$ cat src/rtl/vga_timing_gen.sv
// 640x480@60 VGA scan generator: pixel-strobe divider, h/v counters, and registered
// position, display-enable, sync and line/frame marker outputs.
module vga_timing_gen #(
  parameter int unsigned CLK_DIV   = 4,
  parameter int unsigned H_VISIBLE = 640,
  parameter int unsigned H_FP      = 16,
  parameter int unsigned H_SYNC    = 96,
  parameter int unsigned H_BP      = 48,
  parameter int unsigned V_VISIBLE = 480,
  parameter int unsigned V_FP      = 10,
  parameter int unsigned V_SYNC    = 2,
  parameter int unsigned V_BP      = 33,
  parameter bit          SYNC_POL  = 1'b0
) (
  input  logic       clk,
  input  logic       reset,
  output logic [9:0] x,
  output logic [9:0] y,
  output logic       de,
  output logic       h_sync,
  output logic       v_sync,
  output logic       pixel_stb,
  output logic       line_start,
  output logic       frame_start
);

  localparam int unsigned H_TOTAL = H_VISIBLE + H_FP + H_SYNC + H_BP;
  localparam int unsigned V_TOTAL = V_VISIBLE + V_FP + V_SYNC + V_BP;
  localparam int unsigned DIV_W   = (CLK_DIV > 1) ? $clog2(CLK_DIV) : 1;

  localparam logic [DIV_W-1:0] DIV_LAST = DIV_W'(CLK_DIV - 1);
  localparam logic [9:0] H_LAST  = 10'(H_TOTAL - 1);
  localparam logic [9:0] V_LAST  = 10'(V_TOTAL - 1);
  localparam logic [9:0] H_VIS   = 10'(H_VISIBLE);
  localparam logic [9:0] V_VIS   = 10'(V_VISIBLE);
  localparam logic [9:0] H_SS    = 10'(H_VISIBLE + H_FP);
  localparam logic [9:0] H_SE    = 10'(H_VISIBLE + H_FP + H_SYNC);
  localparam logic [9:0] V_SS    = 10'(V_VISIBLE + V_FP);
  localparam logic [9:0] V_SE    = 10'(V_VISIBLE + V_FP + V_SYNC);

  logic [DIV_W-1:0] div_cnt;
  logic [9:0]       h_cnt, v_cnt;
  logic [9:0]       h_next, v_next;
  logic             tick, h_wrap;
  logic             de_next, hs_next, vs_next;

  always_comb begin
    tick    = (div_cnt == DIV_LAST);
    h_wrap  = (h_cnt == H_LAST);
    h_next  = h_wrap ? 10'd0 : h_cnt + 10'd1;
    v_next  = v_cnt;
    if (h_wrap) begin
      v_next = (v_cnt == V_LAST) ? 10'd0 : v_cnt + 10'd1;
    end
    de_next = (h_next < H_VIS) && (v_next < V_VIS);
    hs_next = ((h_next >= H_SS) && (h_next < H_SE)) ? SYNC_POL : ~SYNC_POL;
    vs_next = ((v_next >= V_SS) && (v_next < V_SE)) ? SYNC_POL : ~SYNC_POL;
  end

  // Counters preload to the last position so the first tick presents pixel (0,0).
  always_ff @(posedge clk or posedge reset) begin
    if (reset) begin
      div_cnt     <= '0;
      h_cnt       <= H_LAST;
      v_cnt       <= V_LAST;
      x           <= 10'd0;
      y           <= 10'd0;
      de          <= 1'b0;
      h_sync      <= ~SYNC_POL;
      v_sync      <= ~SYNC_POL;
      pixel_stb   <= 1'b0;
      line_start  <= 1'b0;
      frame_start <= 1'b0;
    end else begin
      div_cnt     <= tick ? '0 : div_cnt + DIV_W'(1);
      pixel_stb   <= tick;
      line_start  <= tick && (h_next == 10'd0);
      frame_start <= tick && (h_next == 10'd0) && (v_next == 10'd0);
      if (tick) begin
        h_cnt  <= h_next;
        v_cnt  <= v_next;
        x      <= h_next;
        y      <= v_next;
        de     <= de_next;
        h_sync <= hs_next;
        v_sync <= vs_next;
      end
    end
  end

endmodule
$ cat config.mk
export PLATFORM = sky130hd
export DESIGN_NAME = vga_timing_gen
export DESIGN_NICKNAME = d
export VERILOG_FILES = /design/src/rtl/vga_timing_gen.sv
export SDC_FILE = /design/constraint.sdc
export NUM_CORES = 1
export LEC_CHECK = 0
export CAP_MARGIN = 20
export CORE_AREA = 4 4 80 82
export DETAILED_ROUTE_END_ITERATION = 10
export DIE_AREA = 0 0 84 86
export PLACE_DENSITY_LB_ADDON = 0.3
export SYNTH_ARGS = -nofsm -noshare
export SYNTH_HDL_FRONTEND = slang
export SYNTH_SLANG_ARGS = --single-unit
$ cat constraint.sdc
create_clock -name clk -period 2.6 [get_ports clk]
set_clock_uncertainty 0.05 [all_clocks]
set_input_delay 0.78 -clock clk [delete_from_list [all_inputs] [get_ports clk]]
set_output_delay 0.78 -clock clk [all_outputs]
set_load 0.01 [all_outputs]
==> flow_metrics.py, run 1 <==
metrics = {
    "status": {
        "status": "finished, final reports clean",
    },
    "yosys": {
        "synthCells": 242,
        "ys.flop_type": "dfrtp_1",
        "netlist_area_um2": 2230,
        "ys_ff_latch": 38,
        "synth.area.top_cells": "dfrtp_1 (29%), dfstp_2 (14%), xnor2_1 (5.1%), nand2_1 (4.9%), o21ai_0 (4.7%)",
        "yosysMostFrequentCell": "nand2_1",
        "synth_nets": 249,
        "synth_cell_types": 45,
        "yosys.area.top_type_share": 0.292,
        "yosysSeqAreaShare": 0.433,
        "synth.avg_cell_area_um2": 9.21,
        "ys_async_sr_fraction": 1.00,
        "yosys_warnings": 0,
        "ys_top_cells_by_count": "nand2_1 (29), dfrtp_1 (26), nor2_1 (23), o21ai_0 (21)",
        "synth_edf_count": 0,
        "yosys.area.top_type": "dfrtp_1",
    },
    "pwr": {
        "power.leakage_nw": 1.13,
        "p_per_area_nw_per_um2": 423,
        "max-vdd-ir-drop_mv": 0.213,
    },
    "sta": {
        "drv_slew": 0,
        "period_minus_slack_ns": 2.40,
        "finalSetupTns_ns": 0,
        "fin_hold_ws_ns": 0.384,
        "hold_viol_final": 0,
        "rsz0062_at_grt": "no",
        "fmax_mhz": 417,
        "tightest_slew_ns": 0.682,
        "min_period_over_period": 0.921,
        "finalSetupViolCount": 0,
        "relSlewSlack": 0.545,
    },
    "cts": {
        "clockRootBuffer": "clkbuf_8",
        "clockBufferDepth": 2,
        "cts_tree": "yes",
        "cts_buffers": 5,
        "clk_pin_slew_worst_paths_ns": 0.08,
        "htreeDepth": 2,
        "clk_latency_ns": 0.30,
        "clkSinkCount": 38,
    },
    "detailed_routing": {
        "drt_first_pass_iters": 4,
        "drc": 0,
        "vias": 1785,
        "vias_per_cell": 5.25,
        "wl_per_cell_um": 14.8,
        "drt-total-wl_um": 5030,
        "drtIter0Drc": 174,
        "ant_nets": 0,
    },
    "grt": {
        "grt_overflow": 0,
        "antenna_found_initial": 0,
        "grt_pass1_vias": 1721,
        "grt_first_pass_wirelength_um": 8530,
        "grt_max_degree": 39,
        "grt_usage": 0.147,
    },
    "placed_design": {
        "hpwl_um": 3640,
        "io_buffers": 27,
        "place.gp.congestion": 0.874,
    },
    "layout": {
        "drive_gt1_frac": 0.162,
        "finalNetCount": 271,
        "diodes": 0,
        "area_growth_pct": 19.1,
    },
    "die": {
        "die_area_um2": 7220,
        "coreArea_um2": 5750,
        "initial_core_util": 0.388,
        "ios": 28,
        "rows": 28,
        "die_w_um": 84,
        "die_h_um": 86,
    },
    "worst_setup_path": {
        "end_kind": "register",
        "cp_slowest_cell": "dfstp_2",
        "worst_path_largest_cell_delay_ns": 0.57,
        "crit_arrival_ns": 2.57,
        "worstPathRequired_ns": 2.78,
        "cp_num_buf_inv": 0,
        "worstPathCellList": "or4b_4 -> nor4_4 -> xor2_1 -> and4_1 -> nand2_1 -> o32a_1",
        "critical_path_class": "reg2reg",
        "rrSetupSlack_ns": 0.20,
        "crit_path_start_kind": "register",
        "crit_fanout": 6,
        "path_delay_family": "simple AND/OR/NAND/NOR gates",
    },
    "min_path": {
        "worstHoldPathType": "reg2reg",
    },
    "flow_run": {
        "cap_violations": 0,
    },
}
-- worst paths after layout --
kind | start | endpoint | cells after the start
min in group asynchronous | reset | y[4] | 3
max in group asynchronous | reset | h_cnt[3] | 3
worst min-delay path | div_cnt[0] | div_cnt[0] | 1
worst max register to register | h_cnt[9] | v_sync | 6
worst max-delay path | h_cnt[9] | v_sync | 6
worst min register to register | div_cnt[0] | div_cnt[0] | 1
-- registers in the layout (all words and copies together), names as in the netlist, 2 cells and up --
name	count
div_cnt	2
h_cnt	7
x	10
y	10
v_cnt	3
-- cells by family (layout without fill, tap and decap cells) --
| logic type | after synthesis | count (layout) | synth area share |
|---|---|---|---|
| and+or+nand+nor | 98 | 98 | 0.237 |
| AOI/OAI and AO/OA | 46 | 46 | 0.127 |
| DFF | 38 | 38 | 0.433 |
| buffers and inverters | 35 | 58 | 0.0932 |
| xor gates and xnor gates | 17 | 17 | 0.0668 |
| adders and majority gates | 5 | 5 | 0.0281 |
| muxes | 3 | 3 | 0.0140 |
-- cell type report --
type	instances	area, um^2
Tap cell	75	93.8
Fill cell	573	3090
Clock buffer	5	68.8
Clock inverter	3	45.0
Inverter	10	37.5
Timing Repair Buffer	40	380
Sequential cell	38	966
Multi-Input combinational cell	169	1060
-- per-layer routing --
metal	GRT usage	wire length, um	vias to the layer above
met1	0.208	2430	852
met5	0	0	-
met3	0.0384	303	12
li1	-	-	872
met4	0.0599	135	0
met2	0.213	2160	49
-- timing repair --
item / 4_1_cts / 5_1_grt
hold buffers: 0 / 0
buffers inserted: 0 / 1
gates resized for setup: 0 / 1
endpoints found under the setup margin: 0 / 1
-- through the flow --
stage / util / std cells / cell area, um^2 / setup slack (ns) / power, mW
floorplan: - / 242 / 2230 / 0.161 / 0.611
global placement: 0.439 / 331 / 2520 / 0.189 / 0.617
detailed placement: 0.439 / 331 / 2520 / 0.161 / 0.618
CTS: 0.459 / 339 / 2640 / 0.136 / 1.13
global route: 0.462 / 340 / 2660 / 0.104 / 1.16
finish: 0.462 / 340 / 2660 / 0.205 / 1.12
-- cells in the final DEF (no fill, tap or decap), types with 3 or more instances in the layout --
cell,synthesis,final
nand2_1,29,29
clkdlybuf4s50_1,0,27
dfrtp_1,26,26
nor2_1,23,23
o21ai_0,21,21
xnor2_1,13,13
dfstp_2,12,12
buf_4,13,12
inv_1,10,10
nand4_1,10,10
a21oi_1,10,10
nand3_1,9,9
ha_1,5,5
clkbuf_8,0,5
xor2_1,4,4
nand2b_1,4,4
nor3_1,3,3
nor4_4,2,3
-- power by group --
part | internal (mW) | switching, mW | total, mW
logic | 0.00240 | 0.0114 | 0.0138
clock network | 0.286 | 0.233 | 0.518
registers | 0.591 | 0 | 0.591
Note: power is estimated with default switching activity, not from simulation.
==> run 2, diff against run 1 <==
Settings changed: CTS_BUF_LIST from default to sky130_fd_sc_hd__clkbuf_16, GPL_TIMING_DRIVEN from default to 0.
==> flow_metrics.py, run 2 (same netlist as run 1, synthesis figures left out) <==
metrics = {
    "status": {
        "status": "finished, final reports clean",
    },
    "cts": {
        "cts_buffers": 5,
        "cts_tree": "yes",
        "clk_latency_ns": 0.28,
        "clkSinkCount": 38,
        "clk_pin_slew_worst_paths_ns": 0.05,
        "clockRootBuffer": "clkbuf_16",
        "clockBufferDepth": 2,
        "htreeDepth": 2,
    },
    "worst_setup_path": {
        "worstPathRequired_ns": 2.76,
        "rrSetupSlack_ns": 0.02,
        "end_kind": "register",
        "crit_arrival_ns": 2.74,
        "crit_fanout": 10,
        "crit_path_start_kind": "register",
        "critical_path_class": "reg2reg",
    },
    "layout": {
        "fillerInstances": 560,
        "area_growth_pct": 26.5,
        "layout_common_cells": "nand2_1 (29), clkdlybuf4s50_1 (27), dfrtp_1 (26)",
        "drive_gt1_frac": 0.226,
        "diodes": 0,
        "layout_commonest_cell": "nand2_1",
        "finalCoreUtilization": 0.491,
        "finalNetCount": 290,
        "top_regs": "x: 10 flops, y: 10 flops, h_cnt: 7 flops",
    },
    "flow_run": {
        "cap_violations": 0,
    },
    "die": {
        "die_area_um2": 7220,
        "die_w_um": 84,
        "initial_core_util": 0.388,
        "die_h_um": 86,
        "rows": 28,
        "coreArea_um2": 5750,
        "ios": 28,
    },
    "sta": {
        "min_period_over_period": 0.993,
        "rsz0062_at_grt": "yes",
        "relSlewSlack": 0.492,
        "finalSetupViolCount": 0,
        "period_minus_slack_ns": 2.58,
        "hold_viol_final": 0,
        "fin_hold_ws_ns": 0.379,
        "tightest_slew_ns": 0.760,
        "fmax_mhz": 387,
        "drv_slew": 0,
        "finalSetupTns_ns": 0,
        "worst_slack_ns": 0.0182,
    },
    "pwr": {
        "power.leakage_nw": 1.22,
        "max-vdd-ir-drop_mv": 0.387,
        "p_per_area_nw_per_um2": 419,
        "total_power_mw": 1.18,
    },
    "placed_design": {
        "pre_cts_ws_ns": -0.123,
        "place.gp.congestion": 0.851,
        "hpwl_um": 3470,
        "io_buffers": 27,
    },
    "detailed_routing": {
        "vias": 1846,
        "drtIter0Drc": 136,
        "drc": 0,
        "ant_nets": 0,
        "vias_per_cell": 5.16,
        "drt-total-wl_um": 4940,
        "wl_per_cell_um": 13.8,
        "drt_first_pass_iters": 4,
    },
    "grt": {
        "grt_usage": 0.146,
        "grt_pass1_vias": 1759,
        "antenna_found_initial": 0,
        "grt_first_pass_wirelength_um": 8550,
        "grt_overflow": 0,
        "grt_max_degree": 39,
    },
    "min_path": {
        "worstHoldPathType": "reg2reg",
    },
}
[run 2: critical path, cell delays in order (launching register included)]
cell and delay [ns]:
dfrtp_1 0.41, buf_6 0.15, or4b_4 0.59, nor4_4 0.39, xor2_1 0.25, and4_1 0.29
nand2_1 0.08, o32a_1 0.30
[run 2: area by class of cell]
cell class                      instances  area (um^2)  area share
Buffer                                 24          170      0.0604
Clock inverter                          2         10.0     0.00355
Inverter                               10         37.5      0.0133
Timing Repair Buffer                   35          330       0.117
Clock buffer                            5          125      0.0444
Sequential cell                        38          966       0.343
Multi-Input combinational cell        169         1090       0.385
Tap cell                               75         93.8      0.0333
[run 2: worst paths after layout]
check | from | to | cells past startpoint
max in group asynchronous | reset | x[6] | 2
setup / recovery | x[5] | v_sync | 7
hold reg to reg | div_cnt[0] | div_cnt[0] | 1
hold / removal | div_cnt[0] | div_cnt[0] | 1
min in group asynchronous | reset | y[0] | 2
setup reg to reg | x[5] | v_sync | 7
[run 2: report_power, final]
part	internal (mW)	total (mW)	switching [mW]
clock	0.346	0.576	0.230
combinational	0.00144	0.0123	0.0109
sequential	0.593	0.593	0
total	0.940	1.18	0.241
[run 2: layer usage]
metal	GRT usage	routed length (um)
met4	0.0614	86
met1	0.203	2400
met5	0	0
met2	0.216	2200
met3	0.0355	252
[run 2: repair_timing]
item,CTS,global route
setup endpoints to repair,5,6
hold buffers,0,0
resized for setup,2,10
setup buffers,2,6
pin swaps,2,5
[run 2: stage by stage]
| step | std cells | area, um^2 |
|---|---|---|
| after global placement | 344 | 2590 |
| after CTS | 352 | 2750 |
| after floorplan | 242 | 2230 |
| final | 358 | 2820 |
| after global routing | 358 | 2820 |
| after detailed placement | 344 | 2590 |
==> run 3, diff against run 2 <==
Settings changed: CTS_BUF_LIST sky130_fd_sc_hd__clkbuf_16 to default, PLACE_DENSITY from default to 0.71, PLACE_DENSITY_LB_ADDON 0.3 to default, TNS_END_PERCENT from default to 20.
==> flow_metrics.py, run 3 (same netlist as run 1, synthesis figures left out) <==
metrics = {
    "status": {
        "status": "finished, final reports clean",
    },
    "detailed_routing": {
        "drt-total-wl_um": 5100,
        "drt_first_pass_iters": 4,
        "wl_per_cell_um": 14.2,
        "vias_per_cell": 5.18,
        "ant_nets": 0,
        "route.met2.wl_um": 2370,
        "drc": 0,
        "top_layer": "met4",
        "m1WireLength_um": 2360,
        "vias": 1865,
        "drtIter0Drc": 165,
        "met3_length_um": 292,
    },
    "sta": {
        "fin_hold_ws_ns": 0.380,
        "rsz0062_at_grt": "no",
        "fmax_mhz": 395,
        "finalSetupViolCount": 0,
        "worst_slack_ns": 0.0669,
        "period_minus_slack_ns": 2.53,
        "hold_viol_final": 0,
        "min_period_over_period": 0.974,
        "tightest_slew_ns": 0.763,
        "drv_slew": 0,
        "relSlewSlack": 0.490,
    },
    "layout": {
        "finalNetCount": 291,
        "fillerInstances": 569,
        "drive_gt1_frac": 0.221,
        "area_growth_pct": 24.7,
        "layout_commonest_cell": "nand2_1",
        "diodes": 0,
        "layout_common_cells": "nand2_1 (29), clkdlybuf4s50_1 (27), dfrtp_1 (26)",
        "top_regs": "x: 10 flops, y: 10 flops, h_cnt: 7 flops",
    },
    "die": {
        "die_area_um2": 7220,
        "die_h_um": 86,
        "initial_core_util": 0.388,
        "coreArea_um2": 5750,
        "ios": 28,
        "rows": 28,
        "die_w_um": 84,
    },
    "placed_design": {
        "hpwl_um": 3540,
        "pre_cts_ws_ns": -0.112,
        "io_buffers": 27,
        "place.gp.congestion": 0.868,
    },
    "pwr": {
        "p_per_area_nw_per_um2": 373,
        "combPwrFrac": 0.012,
        "netSwitchingPower_mw": 0.230,
        "seqPwrFrac": 0.571,
        "p_int_mw": 0.806,
        "pwr-share-clk": 0.417,
        "max-vdd-ir-drop_mv": 0.312,
        "p_sw_frac": 0.222,
        "power.leakage_nw": 1.21,
    },
    "flow_run": {
        "cap_violations": 0,
    },
    "grt": {
        "grt_max_degree": 39,
        "antenna_found_initial": 0,
        "grt_overflow": 0,
        "grt_usage": 0.142,
        "grt_pass1_vias": 1731,
        "grt_first_pass_wirelength_um": 8270,
    },
    "cts": {
        "clk_pin_slew_worst_paths_ns": 0.08,
        "cts_buffers": 5,
        "htreeDepth": 2,
        "clockBufferDepth": 2,
        "clockRootBuffer": "clkbuf_8",
        "cts_tree": "yes",
        "ctsHoldBuffers": 0,
        "clk_latency_ns": 0.29,
        "clkSinkCount": 38,
    },
    "worst_setup_path": {
        "r2r_end": "v_sync",
        "r2r_cells": 7,
        "crit_fanout": 10,
        "crit_path_start_kind": "register",
        "critical_path_class": "reg2reg",
        "startpoint": "x[5]",
        "end_kind": "register",
        "r2r_start": "x[5]",
        "crit_arrival_ns": 2.70,
        "cp-endpoint": "v_sync",
        "rrSetupSlack_ns": 0.07,
        "worstPathRequired_ns": 2.77,
    },
    "min_path": {
        "worstHoldPathType": "reg2reg",
    },
}
[run 3: timing repair]
item | 4_1_cts | 5_1_grt
endpoints found under the setup margin | 5 | 6
pin swaps | 2 | 3
setup buffers | 2 | 7
gates resized for setup | 1 | 8
[run 3: cell type report]
cell class | instances | area, um^2 | share of cell area
repair buffers | 36 | 338 | 0.122
plain buffers | 24 | 169 | 0.0608
clock buffers | 6 | 82.6 | 0.0297
inverters | 10 | 37.5 | 0.0135
well taps | 75 | 93.8 | 0.0338
clock inverters | 2 | 12.5 | 0.00450
multi-input cells | 169 | 1080 | 0.389
flip-flops and latches | 38 | 966 | 0.348
[run 3: worst min-delay path by stage]
stage,from,end,slack (ns),depth (start not counted)
6_report,div_cnt[0],div_cnt[0],0.38,1
5_1_grt,div_cnt[0],div_cnt[0],0.42,1
4_1_cts,div_cnt[0],div_cnt[0],0.38,1
3_5_place_dp,div_cnt[0],div_cnt[0],0.38,1
3_3_place_gp,div_cnt[0],div_cnt[0],0.36,1
2_1_floorplan,div_cnt[0],div_cnt[0],0.35,1
[run 3: through the flow]
stage	power [mW]	instance area (um^2)	TNS (ns)	utilization	std cells
finish	1.04	2780	0	0.484	360
detailed placement	0.616	2590	-0.273	0.451	344
global route	1.07	2780	0	0.484	360
floorplan	0.611	2230	0	-	242
CTS	1.04	2700	0	0.470	353
global placement	0.616	2590	-0.163	0.451	344
[run 3: power by group through the flow]
stage          Clock, mW  Combinational, mW  Sequential (mW)
3_3_place_gp           0             0.0132            0.602
6_report           0.432             0.0124            0.592
2_1_floorplan          0            0.00854            0.602
5_1_grt            0.463             0.0156            0.591
4_1_cts            0.440             0.0137            0.591
3_5_place_dp           0             0.0138            0.602
[run 3: critical path, stage by stage (launching register included)]
cell and delay [ns]:
dfrtp_1 0.43, buf_6 0.16, or4b_4 0.60, nor4_4 0.35, xor2_1 0.22, and4_1 0.28, nand2_1 0.08, o32a_1 0.30
[run 3: routing by layer]
layer,up-vias,track usage
li1,912,-
met1,891,0.194
met2,54,0.218
met3,8,0.0365
met4,0,0.0482
met5,-,0
